[config.mk]
export PLATFORM = sky130hd
export DESIGN_NAME = fetch_unit
export DESIGN_NICKNAME = d
export VERILOG_FILES = /design/src/rtl/fetch_unit.sv
export SDC_FILE = /design/constraint.sdc
export NUM_CORES = 1
export LEC_CHECK = 0
export CAP_MARGIN = 10
export CORE_MARGIN = 2
export CORE_UTILIZATION = 47
export DETAILED_ROUTE_END_ITERATION = 8
export GPL_TIMING_DRIVEN = 0
export PLACE_DENSITY = 0.94
export SYNTH_ARGS = -nofsm -noshare
export SYNTH_HDL_FRONTEND = slang
export SYNTH_SLANG_ARGS = --single-unit
[constraint.sdc]
create_clock -name clk -period 4.1 [get_ports clk]
set_input_delay 0.41 -clock clk [delete_from_list [all_inputs] [get_ports clk]]
set_output_delay 0.41 -clock clk [all_outputs]
set_load 0.05 [all_outputs]
[src/rtl/fetch_unit.sv]
// Instruction-fetch stage: owns the PC, runs the req/addr_ok/data_ok instruction bus
// and fills the F/D pipeline register, handling misaligned PCs, stalls and flushes.
package fetch_pkg;
  typedef struct packed {
    logic [31:0] pc;
    logic [31:0] instr;
    logic        addr_err_if;
    logic        in_delay_slot;
    logic        is_instr;
  } dp_ftod;
endpackage

module fetch_unit
  import fetch_pkg::*;
#(
  parameter logic [31:0] RESET_PC = 32'hBFC00000
) (
  input  logic        clk,
  input  logic        resetn,
  input  logic [31:0] f_nextpc,
  input  logic        f_indelayslot,
  input  logic        stall,
  input  logic        flush,
  input  logic [31:0] flush_pc,
  output logic        inst_req,
  output logic [31:0] inst_addr,
  input  logic        inst_addr_ok,
  input  logic        inst_data_ok,
  input  logic [31:0] inst_rdata,
  output logic [31:0] f_nowpc,
  output logic        if_stall,
  output dp_ftod      ftod
);

  typedef enum logic [1:0] {S_REQ, S_WAIT, S_HOLD, S_DISCARD} state_t;

  state_t      state_q, state_d;
  logic [31:0] pc_q, pc_d;
  logic        dly_q, dly_d;
  logic [31:0] buf_q, buf_d;
  dp_ftod      ftod_q, ftod_d;

  logic misal;
  logic have;
  logic deliver;
  logic owed;

  assign misal     = pc_q[1:0] != 2'b00;
  assign have      = (state_q == S_REQ && misal) || (state_q == S_WAIT && inst_data_ok) ||
                     (state_q == S_HOLD);
  assign if_stall  = !have;
  assign deliver   = have && !stall && !flush;
  assign inst_req  = (state_q == S_REQ) && !misal;
  assign inst_addr = pc_q;
  assign f_nowpc   = pc_q;
  assign ftod      = ftod_q;

  // A bus response is still owed if a request is accepted now or one is in flight without data.
  assign owed = (inst_req && inst_addr_ok) ||
                ((state_q == S_WAIT || state_q == S_DISCARD) && !inst_data_ok);

  always_comb begin
    state_d = state_q;
    pc_d    = pc_q;
    dly_d   = dly_q;
    buf_d   = buf_q;
    ftod_d  = ftod_q;
    if (flush) begin
      ftod_d  = '0;
      pc_d    = flush_pc;
      dly_d   = 1'b0;
      state_d = owed ? S_DISCARD : S_REQ;
    end else if (deliver) begin
      ftod_d.pc            = pc_q;
      ftod_d.instr         = misal ? 32'h0 : ((state_q == S_HOLD) ? buf_q : inst_rdata);
      ftod_d.addr_err_if   = misal;
      ftod_d.in_delay_slot = dly_q;
      ftod_d.is_instr      = 1'b1;
      pc_d                 = f_nextpc;
      dly_d                = f_indelayslot;
      state_d              = S_REQ;
    end else begin
      case (state_q)
        S_REQ: begin
          if (inst_req && inst_addr_ok) state_d = S_WAIT;
        end
        S_WAIT: begin
          if (inst_data_ok) begin
            buf_d   = inst_rdata;
            state_d = S_HOLD;
          end
        end
        S_HOLD: state_d = S_HOLD;
        S_DISCARD: begin
          if (inst_data_ok) state_d = S_REQ;
        end
        default: state_d = S_REQ;
      endcase
    end
  end

  always_ff @(posedge clk or negedge resetn) begin
    if (!resetn) begin
      state_q <= S_REQ;
      pc_q    <= RESET_PC;
      dly_q   <= 1'b0;
      buf_q   <= 32'h0;
      ftod_q  <= '0;
    end else begin
      state_q <= state_d;
      pc_q    <= pc_d;
      dly_q   <= dly_d;
      buf_q   <= buf_d;
      ftod_q  <= ftod_d;
    end
  end

endmodule

==> results.md <==
* Mapped Nets at around 600
* Core ar. at approximately 12000 um2
* Rel. slew slack at between 30% and 40%
* Worst-margin pin slew at around 0.96 ns
* Hold Fails Final Rpt at 0
* Post-synthesis sequential area ratio at a little under three fifths
* Post-route cell area at ~9000 um2
* Setup-failing EPs final at 0
* Worst-path fanout max at 7
* Clock skew at 0.00570 ns
* Critical Path End Type: output port
* Synth warn at 0
* Avg WL per Cell at 18.9 um
* Synth unique cells at 29
* Final Cycle Share at between 70% and 80%
* Crit-path max cell delay at 0.87 ns
* Die Span X at approximately 120 um
* Vias in the first global route at 5163
* Chip height at 116 um
* CTS buffer count at 17
* CTS sink cnt at ~130
* Leak pwr at around 4 nW
* Global-route wire length before repair at ~27000 um
* HP Class: in2reg
* Delay-heaviest family, CP: buffers and inverters
* Synthesized cell area at approximately 6000 um2
* Pin count of the biggest net entering global routing at 72
* Skew-Pair Late Insertion Delay at a little over 0.4 ns
* Final nets at 854
* Post-DP HPWL at roughly 13000 um
* Synth Register Bits at roughly 130
* N_diodes at 0
* Commonest non-fill, non-tap cells in the layout: clkdlybuf4s50_1 (233), dfrtp_1 (125), nand2_1 (65)
* Row cnt at 40
* Top cells by area, synth: dfrtp_1 (53%), mux2i_1 (11%), mux2_2 (6.1%)
* Setup repair bufs after CTS at 0
* VDD IR-drop max at around 0.4 mV
* Power Dens Cells at about 840 nW/um2
* Post-cts sizing count at 0
* Post-Place Cell Area at roughly 8500 um2
* Slowest cell on crit path: clkdlybuf4s50_1
* Critical Path RT at 3.69 ns
* Clock period minus worst slack at between 2 and 3 ns
* RSZ-0062 raised after global routing: false
* Final WL at around 18000 um
* GRT overflow at 0
* Initial antenna violation count at 0
* Crit path buf inv count at 3
* DR vias/cell at between 5 and 6
* Routed vias at 4897
* Maxcap violations at 0
* Cell taking the most area after synthesis: dfrtp_1
* I/O pin count at roughly 240
* Starting Density at approximately 48%
* Worst path setup slack after routing at 1.11 ns
* Highest clock rate at between 300 and 400 MHz
* Share of layout cells above drive strength 1 at about 17%
* Mapped Cells at just under 500
* H-Tree Depth at 4
* Drt pass-1 iters at 4
* Share of async-settable or async-resettable flops after synthesis at 100%
* CTS tree: done
* CP Launch Type: flop
* Worst path cell trace: inv_1, ha_1, buf_2, a21oi_2, and2_1, clkdlybuf4s50_1
* Port Buf Inserts at roughly 230
* ANT nets after route at 0
* Arrival time at the worst endpoint at between 2 and 3 ns
* Synth top area share at 53.3%
* Leading register cell type out of synthesis: dfrtp_1
* EDFF count, synth at 0
* Commonest non-fill, non-tap cell in the layout: clkdlybuf4s50_1
* Die ar. at around 13000 um2
* Crit path kind: reg2out
* Placement Setup Slack at around 1.5 ns
* Area Growth Syn to Fin at 53.4%
* Routability cong. at ~0.83
* Hold-fix buffers at CTS at 1
* Mean post-synth cell area at ~12 um2
* Max Root-Sink Buffers at 2
* Pins Over Slew Limit at 0
* Root Driver: clkbuf_16
* Reg clk slew, reported paths at around 0.06 ns
* Total track usage at a little over a quarter
* DRT iter0 DRCs at about 270
* Drt drc at 0
* Status: completed
## power by group
part | internal [W] | switching (W) | total, W
logic | 0.00146 | 0.00251 | 0.00398
clock network | 0.000878 | 0.000526 | 0.00140
registers | 0.00182 | 0.000381 | 0.00220
## flip-flops by register name, summed over array words and instances, names as in the netlist
name and count:
ftod 67, f_nowpc 32, buf_q 32, state_q 2
dly_q 1
## final cells by class
type | count | area (um2)
plain buffers | 64 | 395
clock buffers | 27 | 493
clock inverters | 5 | 50.0
fillers | 817 | 3110
inverters | 2 | 7.51
multi-input cells | 291 | 2100
flip-flops and latches | 134 | 3360
well taps | 168 | 210
repair buffers | 236 | 2380
## layer usage
metal	wire [um]	track usage [%]	up-vias
li1	-	-	2205
met1	6320	29.9	2430
met2	9400	47.7	230
met3	1470	7.95	32
met4	358	9.92	0
met5	0	0	-
## cells in the mapped netlist, types with 2 or more instances
cell      instances
a22o_1           34
buf_2            22
o21ai_0          35
nor4_1            2
mux2_2           32
nor2_1            6
mux2i_1          64
buf_4            34
inv_1             2
dfstp_2           9
and2_1            2
ha_1              5
a211oi_1          3
o21ai_1          31
clkbuf_1          8
dfrtp_1         125
nand2_1          65
## kinds of logic (layout without fill, tap and decap cells)
logic type                 count (synthesis)  after routing  synth area share, %
and+or+nand+nor                           80             80                 5.52
AOI/OAI and AO/OA                        110            110                 12.2
buffers and inverters                     66            334                 6.86
muxes                                     96             96                 17.0
DFF                                      134            134                 57.3
adders and majority gates                  5              5                 1.07
## worst min-delay path, stage by stage
cell      delay, ns
buf_4          0.13
a211oi_4       0.08
a22o_1         0.18
## path summary, 6_finish.rpt
kind	startpoint	to	slack (ns)	cells past startpoint
worst max-delay path	state_q[0]	if_stall	1.11	6
worst min-delay path	flush	ftod[35]	0.43	3
worst max register to register	state_q[0]	ftod[2]	1.87	9
worst min register to register	ftod[34]	ftod[34]	0.48	2
max in group asynchronous	resetn	f_nowpc[31]	2.77	3
min in group asynchronous	resetn	buf_q[8]	0.56	2
## metrics by stage
stage	util, %	std cells	TNS (ns)	total power [W]	hold slack (ns)
finish	74.4	927	0	0.00758	0.429
global route	74.4	927	0	0.00790	0.445
CTS	74.4	927	0	0.00761	0.423
detailed placement	69.8	894	0	0.00618	0.440
global placement	69.6	893	-287.50	0.00604	0.468
floorplan	-	491	0	0.00477	0.114
No activity file was read; power rests on OpenSTA's default activity.
